--- src/rtl/cdc_fifo_stream_reader.sv ---
// Read-side adapter for the async CDC FIFO: pops FIFO words into a two-entry
// skid buffer and presents them downstream as a registered valid/ready stream.
module cdc_fifo_stream_reader #(
  parameter int DATA_WIDTH = 8
) (
  input  logic                  clk,
  input  logic                  rst_n,
  input  logic                  r_empty,
  input  logic [DATA_WIDTH-1:0] r_data,
  output logic                  r_inc,
  input  logic                  flush,
  output logic                  o_valid,
  input  logic                  o_ready,
  output logic [DATA_WIDTH-1:0] o_data,
  output logic [1:0]            o_level
);

  logic                  r_run;
  logic [DATA_WIDTH-1:0] r_head;
  logic [DATA_WIDTH-1:0] r_skid;
  logic [1:0]            r_occ;

  logic                  w_pop;
  logic                  w_xfer;
  logic [DATA_WIDTH-1:0] w_headNext;
  logic [DATA_WIDTH-1:0] w_skidNext;
  logic [1:0]            w_occNext;

  // Pop decision uses only registered state and r_empty, never o_ready.
  assign w_pop   = r_run & ~r_empty & ~flush & (r_occ < 2'd2);
  assign w_xfer  = o_valid & o_ready;
  assign r_inc   = w_pop;
  assign o_valid = (r_occ != 2'd0);
  assign o_data  = r_head;
  assign o_level = r_occ;

  always_comb begin
    w_headNext = r_head;
    w_skidNext = r_skid;
    w_occNext  = r_occ;
    if (flush) begin
      w_occNext = 2'd0;
    end else begin
      case ({w_pop, w_xfer})
        2'b10: begin
          if (r_occ == 2'd0) w_headNext = r_data;
          else               w_skidNext = r_data;
          w_occNext = r_occ + 2'd1;
        end
        2'b01: begin
          if (r_occ == 2'd2) w_headNext = r_skid;
          w_occNext = r_occ - 2'd1;
        end
        // Simultaneous pop and transfer only happens at occupancy 1.
        2'b11: w_headNext = r_data;
        default: ;
      endcase
    end
  end

  always_ff @(posedge clk or negedge rst_n) begin
    if (!rst_n) begin
      r_run  <= 1'b0;
      r_head <= '0;
      r_skid <= '0;
      r_occ  <= 2'd0;
    end else begin
      r_run  <= 1'b1;
      r_head <= w_headNext;
      r_skid <= w_skidNext;
      r_occ  <= w_occNext;
    end
  end

endmodule

--- config.mk ---
export PLATFORM = sky130hd
export DESIGN_NAME = cdc_fifo_stream_reader
export DESIGN_NICKNAME = d
export VERILOG_FILES = /design/src/rtl/cdc_fifo_stream_reader.sv
export SDC_FILE = /design/constraint.sdc
export NUM_CORES = 1
export LEC_CHECK = 0
export CAP_MARGIN = 40
export CORE_MARGIN = 3
export CORE_UTILIZATION = 35
export CTS_CLUSTER_SIZE = 25
export DETAILED_ROUTE_END_ITERATION = 8
export SLEW_MARGIN = 10
export SYNTH_ARGS = -nofsm -noshare
export SYNTH_HDL_FRONTEND = slang
export SYNTH_SLANG_ARGS = --single-unit
--- constraint.sdc ---
create_clock -name clk -period 2.7 [get_ports clk]
set_input_delay 0.54 -clock clk [delete_from_list [all_inputs] [get_ports clk]]
set_output_delay 0.54 -clock clk [all_outputs]
set_load 0.005 [all_outputs]
==> impl_metrics.yaml, run 1 <==
clock_network:
  cts_made_buffers: 3
  ctsResizeCount: 0
  cts.root.buffer_cell: "clkbuf_4"
  ctsHoldBuffers: 0
  cts_buffer_depth: 2
  htreeDepth: 1
  insertion_delay_ns: 0.29
  postCtsSetupBuffers: 0
  cts.sinks: 19
  cts_tree: "built"
  clk_pin_slew_ns: 0.10
pwr:
  p_leak_nw: 0.5123
  power_w: 0.0006263
  seqPwrFrac_pct: 55.2
  p_clk_share_pct: 21.9
  switchingPower_w: 0.0001534
  vdd_drop_max_uv: 421.9
  p_int_w: 0.0004730
  switching_share_pct: 24.48
  pwr-share-comb_pct: 22.9
  powerDensity_mw_per_mm2: 521.4
worst_hold_path:
  hold_class: "flip-flop to flip-flop"
setup_path:
  crit_arrival_ns: 1.89
  required_ns: 2.16
  worstPathMaxFanout: 4
  cp-end-kind: "output pin"
  crit_chain: "clkdlybuf4s50_1 -> nor4b_4 -> clkdlybuf4s50_1"
  cpMostUsedCell: "clkdlybuf4s50_1"
  path_buf_inv: 2
  path_delay_family: "buffers and inverters"
  crit_slowest_cell: "clkdlybuf4s50_1"
  worstSetupPathType: "input port to output pin"
  slowest_delay_ns: 0.55
  cp-start-kind: "input port"
sta:
  clock-skew-final_ns: 0.005359
  fin_crit_ns: 2.426
  finalMaxSlewViolations: 0
  rsz0062_at_grt: "no"
  tns_ns: 0
  max_freq_mhz: 412.3
  timing.final.ws_setup_ns: 0.2744
  fin_crit_sh_pct: 89.84
  final_hold_viol_count: 0
  setup_viol: 0
die:
  die_w_um: 56.35
  ios: 25
  core_mm2: 0.002297
  die_area_mm2: 0.003175
  start_util_pct: 38.62
  core.rowCount: 17
  die_y_um: 56.35
global_routing:
  grt_use_met2_pct: 19.70
  grt_usage_pct: 11.91
  use_met3_pct: 5.057
  grt-busiest-layer: "met2"
  grt_pass1_vias: 636
  grt_antenna_before_repair: 0
  gr-total-overflow: 0
  met1_usage_pct: 14.61
  grt_pass1_wl_mm: 2.925
  grt_max_degree: 20
layout:
  post-route-util_pct: 52.29
  diodes: 0
  layout.nets: 114
  drive_gt1_share_pct: 25.00
  fin_area_mm2: 0.001201
  area_growth_pct: 35.40
yosys:
  synth_area_leader_cell: "dfrtp_1"
  syn-instance-count: 70
  yosys_warnings: 0
  syn_area_per_cell_um2: 12.67
  synth_top_area_share_pct: 53.60
  ys_top_cells_by_area: "dfrtp_1 (54%), mux2_2 (10%), mux2i_1 (9.0%)"
  ys_seq_elements: 19
  synth_cell_types: 23
  synth_area_um2: 887.1
  yosysSeqAreaShare_pct: 53.60
  synth_nets: 83
detailed_routing:
  vias_per_cell: 4.820
  dr.pass1.iters: 4
  routedWlPerCell_um: 12.89
  via_count: 617
  drtIter0Drc: 1
  wl_mm: 1.650
  post-route-drc-count: 0
  antenna_left: 0
placed_design:
  port_buffers: 24
  pre_cts_ws_ns: 0.2610
  placed_area_mm2: 0.001174
  gp_congestion: 0.6852
  dp_hpwl_mm: 1.188
flow_run:
  maxCapViolations: 0
status:
  status: "complete, no violations"
## cells in the mapped netlist
cell type and n:
a21oi_1 1, a31o_4 1, buf_6 1, conb_1 1
dfrtp_1 19, inv_1 1, mux2_2 8, mux2i_1 8
nand2_1 6, nand2_2 3, nand3b_1 1, nor2_1 1
nor2_2 1, nor3b_1 1, nor4b_4 1, o21ai_0 3
o21ai_1 6, o21ai_2 2, or2_2 1, or2b_1 1
or4b_4 1, or4bb_1 1, xnor2_1 1
## per-stage QoR
step,cells,hold WS (ns)
after global routing,128,0.5280
after detailed placement,124,0.4731
after CTS,128,0.4999
final,128,0.4891
after global placement,124,0.4664
after floorplan,70,0.2444
## sequential cells by signal, indices dropped and copies added, names as in the netlist
| name | cells |
|---|---|
| r_skid | 8 |
| o_level | 2 |
| r_run | 1 |
| o_data | 8 |
## path summary, 6_finish.rpt
kind,from,to,slack (ns),cells past startpoint
min reg2reg,o_data[7]$_DFFE_PN0P_,o_data[7]$_DFFE_PN0P_,0.49,2
min,o_data[7]$_DFFE_PN0P_,o_data[7]$_DFFE_PN0P_,0.49,2
max in group asynchronous,rst_n,r_run$_DFF_PN0_,1.92,2
max,r_empty,r_inc,0.27,3
min in group asynchronous,rst_n,o_data[6]$_DFFE_PN0P_,0.57,2
max reg2reg,o_level[1]$_DFFE_PN0P_,o_data[2]$_DFFE_PN0P_,1.06,4
## worst min-delay path: cells and delay by family, from the launching register on
| kind | cells | cell delay [ns] |
|---|---|---|
| AND/OR/NAND/NOR | 1 | 0.05 |
| AO/OA/AOI/OAI | 1 | 0.06 |
| flip-flops | 1 | 0.35 |
## routing by layer
layer,share of wire [%],vias to the layer above
met5,0,-
met4,1.1,0
met3,5.4,2
met2,52,13
met1,42,294
li1,-,308
## cell type report
type | instances | area (um^2)
Clock buffer | 3 | 22.52
Clock inverter | 1 | 5.005
Fill cell | 208 | 1096
Inverter | 1 | 3.754
Multi-Input combinational cell | 49 | 396.6
Sequential cell | 19 | 475.5
Tap cell | 28 | 35.03
Timing Repair Buffer | 27 | 262.8
## logic make-up after synthesis
group / after synthesis / share of synthesized area [%]
buffers and inverters: 2 / 1.692
flip-flops: 19 / 53.60
AND/OR/NAND/NOR: 18 / 14.53
multiplexers: 16 / 19.18
XOR/XNOR: 1 / 0.9875
other: 1 / 0.4227
AO/OA/AOI/OAI: 13 / 9.591
## layout by cell type (no fill, tap or decap), types with 2 or more instances in the layout
cell type and n:
clkdlybuf4s50_1 24, nand2_1 6, mux2_2 8, o21ai_0 3
o21ai_1 6, dfrtp_1 19, buf_4 3, nand2_2 3
clkbuf_4 3, o21ai_2 2, mux2i_1 8
## power groups by stage
stage	Combinational [W]	Sequential [W]	Clock, W
after CTS	0.000147	0.000347	0.000151
after global placement	0.000145	0.000351	0
after floorplan	0.0000569	0.000352	0
after detailed placement	0.000146	0.000353	0
after global routing	0.000159	0.000352	0.000161
final	0.000144	0.000346	0.000137
No activity file was read; power rests on OpenSTA's default activity.
==> run 2, diff against run 1 <==
- PLACE_DENSITY: unset -> 0.68
- REMOVE_ABC_BUFFERS: unset -> 1
==> run 2 against run 1 <==
Flip-flop and latch count is the same. Highest routed layer unchanged. Clock skew is 0.0044 ns lower. Sequential share of layout area shrank 0.25 points.
==> impl_metrics.yaml, run 2 (synthesis gave the netlist of run 1 again) <==
status:
  status: "complete, no violations"
layout:
  drive_gt1_share_pct: 25.00
  area_growth_pct: 36.25
  mostFrequentLayoutCell: "clkdlybuf4s50_1"
  post-route-util_pct: 52.61
  diodes: 0
  layout.nets: 114
  final_cell_mix: "clkdlybuf4s50_1 (24), dfrtp_1 (19), mux2_2 (8), mux2i_1 (8)"
placed_design:
  gp_congestion: 0.7479
  dp_hpwl_mm: 1.314
  port_buffers: 24
clock_network:
  ctsHoldBuffers: 0
  postCtsSetupBuffers: 0
  htreeDepth: 1
  insertion_delay_ns: 0.30
  cts.root.buffer_cell: "clkbuf_4"
  cts.sinks: 19
  ctsResizeCount: 0
  cts_tree: "built"
  clk_pin_slew_ns: 0.11
  cts_buffer_depth: 2
  cts_made_buffers: 3
flow_run:
  maxCapViolations: 0
sta:
  max_freq_mhz: 406.2
  clock-skew-final_ns: 0.0009274
  finalMaxSlewViolations: 0
  fin_crit_sh_pct: 91.18
  rsz0062_at_grt: "no"
  setup_viol: 0
  final_hold_viol_count: 0
  tns_ns: 0
  fin_crit_ns: 2.462
global_routing:
  gr-total-overflow: 0
  grt_pass1_vias: 604
  grt_pass1_wl_mm: 2.980
  grt_antenna_before_repair: 0
  grt_usage_pct: 12.70
  grt_max_degree: 19
worst_hold_path:
  hold_class: "input port to async pin"
detailed_routing:
  antenna_left: 0
  wl_met2_um: 895
  wl_mm: 1.820
  dr.pass1.iters: 2
  routedWlPerCell_um: 14.22
  via_count: 643
  drtIter0Drc: 7
  vias_per_cell: 5.023
  wl_met1_um: 800
  post-route-drc-count: 0
  top_layer: "met4"
  wl_met3_um: 59
die:
  core_mm2: 0.002297
  start_util_pct: 38.62
  ios: 25
  die_w_um: 56.35
  core.rowCount: 17
  die_y_um: 56.35
  die_area_mm2: 0.003175
setup_path:
  worstPathMaxFanout: 4
  cpMostUsedCell: "clkdlybuf4s50_1"
  crit_chain: "clkdlybuf4s50_1 -> nor4b_4 -> clkdlybuf4s50_1"
  cp-end-kind: "output pin"
  crit_arrival_ns: 1.92
  required_ns: 2.16
  rrSetupSlack_ns: 1.04
  crit_slowest_cell: "clkdlybuf4s50_1"
  slowest_delay_ns: 0.55
  worstSetupPathType: "input port to output pin"
  cp-start-kind: "input port"
pwr:
  vdd_drop_max_uv: 302.1
  p_leak_nw: 0.5149
  powerDensity_mw_per_mm2: 531.1
-- run 2: critical path: cells and delay by family --
family	cells	cell delay [ns]
buffers and inverters	2	1.05
AND/OR/NAND/NOR	1	0.33
-- run 2: power by group --
group          total, W  internal [W]  switching, W
clock          0.000149     0.0000553     0.0000935
sequential     0.000347      0.000324     0.0000223
combinational  0.000146     0.0000947     0.0000517
total          0.000642      0.000474      0.000168
-- run 2: area by class of cell --
cell class	instances	area [um^2]
multi-input cells	49	396.6
fillers	215	1089
well taps	28	35.03
clock buffers	3	22.52
flip-flops and latches	19	475.5
clock inverters	1	5.005
repair buffers	27	270.3
inverters	1	3.754
-- run 2: worst paths after layout --
kind | from | to | cells past startpoint
worst max-delay path | r_empty | r_inc | 3
worst min-delay path | rst_n | o_data[1]$_DFFE_PN0P_ | 1
worst max register to register | o_level[1]$_DFFE_PN0P_ | o_data[3]$_DFFE_PN0P_ | 4
worst min register to register | o_data[5]$_DFFE_PN0P_ | o_data[5]$_DFFE_PN0P_ | 2
max in group asynchronous | rst_n | r_run$_DFF_PN0_ | 2
min in group clk | o_data[5]$_DFFE_PN0P_ | o_data[5]$_DFFE_PN0P_ | 2
-- run 2: per-stage QoR --
stage	power, W	cell area, um^2	worst slack [ns]	hold slack [ns]	cells
floorplan	0.0004065	875.8	1.130	0.2444	69
global placement	0.0004935	1166	0.3062	0.4638	123
detailed placement	0.0005018	1181	0.2329	0.4794	124
CTS	0.0006492	1209	0.2336	0.3839	128
global route	0.0006772	1209	0.1662	0.3766	128
finish	0.0006419	1209	0.2382	0.3951	128
-- run 2: per-layer routing --
metal / track usage, % / vias to the layer above
li1: - / 308
met1: 15.71 / 319
met2: 19.87 / 12
met3: 2.069 / 4
met4: 9.153 / 0
met5: 0 / -
==> run 3, diff against run 2 <==
- REMOVE_ABC_BUFFERS: 1 -> unset
==> run 3 against run 2 <==
Sequential share of layout area is 1.0 points higher. Setup slack lost 0.10 ns. Critical endpoint unchanged. Critical path type unchanged. Routed wire length down 14%. Sequential power about the same.
==> impl_metrics.yaml, run 3 (synthesis gave the netlist of run 1 again) <==
clock_network:
  ctsHoldBuffers: 0
  cts.root.buffer_cell: "clkbuf_4"
  postCtsSetupBuffers: 0
  clk_pin_slew_ns: 0.10
  cts.sinks: 19
  htreeDepth: 1
  ctsResizeCount: 0
  insertion_delay_ns: 0.29
  cts_tree: "built"
  cts_made_buffers: 3
  cts_buffer_depth: 2
layout:
  layout.nets: 111
  diodes: 0
  mostFrequentLayoutCell: "clkdlybuf4s50_1"
  finalNonFillerCells: 125
  area_growth_pct: 32.72
  nFillCells: 203
  drive_gt1_share_pct: 21.65
  final_cell_mix: "clkdlybuf4s50_1 (24), dfrtp_1 (19), mux2_2 (8), mux2i_1 (8)"
die:
  core.rowCount: 17
  core_mm2: 0.002297
  die_area_mm2: 0.003175
  ios: 25
  die_w_um: 56.35
  start_util_pct: 38.62
  die_y_um: 56.35
global_routing:
  grt_usage_pct: 10.85
  grt_pass1_vias: 567
  use_met3_pct: 5.517
  grt_antenna_before_repair: 0
  gr-total-overflow: 0
  met1_usage_pct: 13.34
  grt_pass1_wl_mm: 2.601
  grt_max_degree: 20
  grt_use_met2_pct: 16.19
  grt-busiest-layer: "met2"
setup_path:
  cp-end-kind: "output pin"
  cp-start-kind: "input port"
  worstPathMaxFanout: 4
  crit_slowest_cell: "clkdlybuf4s50_1"
  cpMostUsedCell: "clkdlybuf4s50_1"
  worstSetupPathType: "input port to output pin"
  required_ns: 2.16
  crit_arrival_ns: 2.03
  slowest_delay_ns: 0.57
  crit_chain: "clkdlybuf4s50_1 -> nor4b_4 -> clkdlybuf4s50_1"
sta:
  final_hold_viol_count: 0
  slew_headroom_pct: 43.76
  finalMaxSlewViolations: 0
  max_freq_mhz: 389.7
  fin_crit_sh_pct: 95.05
  tightest_slew_ns: 0.8409
  tns_ns: 0
  setup_viol: 0
  clock-skew-final_ns: 0.005020
  rsz0062_at_grt: "no"
  fin_crit_ns: 2.566
  hold_slack_ns: 0.4901
detailed_routing:
  drtIter0Drc: 19
  dr.pass1.iters: 4
  routedWlPerCell_um: 12.50
  post-route-drc-count: 0
  vias_per_cell: 4.792
  via_count: 599
  antenna_left: 0
  wl_mm: 1.562
placed_design:
  dp_cells: 121
  gp_congestion: 0.6128
  dp_hpwl_mm: 1.162
  port_buffers: 24
pwr:
  vdd_drop_max_uv: 351.6
  p_leak_nw: 0.4941
  powerDensity_mw_per_mm2: 529.9
status:
  status: "complete, no violations"
flow_run:
  maxCapViolations: 0
worst_hold_path:
  hold_class: "flip-flop to flip-flop"
run 3: changes by cell type in the layout (fill, tap and decap cells not counted):
| cell | before | now |
|---|---|---|
| clkinv_2 | 1 | 0 |
| clkbuf_1 | 0 | 1 |
| buf_8 | 1 | 0 |
| buf_4 | 2 | 0 |
run 3: metal layers:
metal / vias to the layer above / wire, um
met2: 15 / 749
li1: 301 / -
met4: 0 / 16
met3: 2 / 90
met5: - / 0
met1: 281 / 706
run 3: final timing paths:
check | from | end | slack [ns] | depth (start not counted)
max reg2reg | o_level[1]$_DFFE_PN0P_ | o_data[7]$_DFFE_PN0P_ | 1.08 | 4
min | o_data[1]$_DFFE_PN0P_ | o_data[1]$_DFFE_PN0P_ | 0.49 | 2
max | r_empty | r_inc | 0.13 | 3
min reg2reg | o_data[1]$_DFFE_PN0P_ | o_data[1]$_DFFE_PN0P_ | 0.49 | 2
min in group asynchronous | rst_n | o_data[0]$_DFFE_PN0P_ | 0.72 | 1
max in group asynchronous | rst_n | r_skid[4]$_DFFE_PN0P_ | 1.46 | 1
run 3: area by class of cell:
type / instances / area [um^2] / share of cell area (%)
sequential: 19 / 475.5 / 40.38
multi-input combinational: 49 / 396.6 / 33.69
timing repair buffer: 24 / 240.2 / 20.40
tap: 28 / 35.03 / 2.976
clock buffer: 4 / 26.28 / 2.232
inverter: 1 / 3.754 / 0.3188
run 3: power breakdown:
group          switching, W  total, W  internal, W
sequential        0.0000227  0.000347     0.000324
clock             0.0000789  0.000136    0.0000574
combinational     0.0000490  0.000140    0.0000915
run 3: worst max-delay path, delay by kind of cell:
kind          cells  cell delay [ns]
buf+inv           2             1.07
simple gates      1             0.41
run 3: through the flow:
step,worst slack [ns],power (W),util [%],instance area [um^2]
floorplan,1.053,0.0004085,-,887.1
global placement,0.1620,0.0004910,50.11,1151
detailed placement,0.1316,0.0004961,50.11,1151
CTS,0.1296,0.0006323,51.25,1177
global route,0.08859,0.0006653,51.25,1177
finish,0.1337,0.0006239,51.25,1177
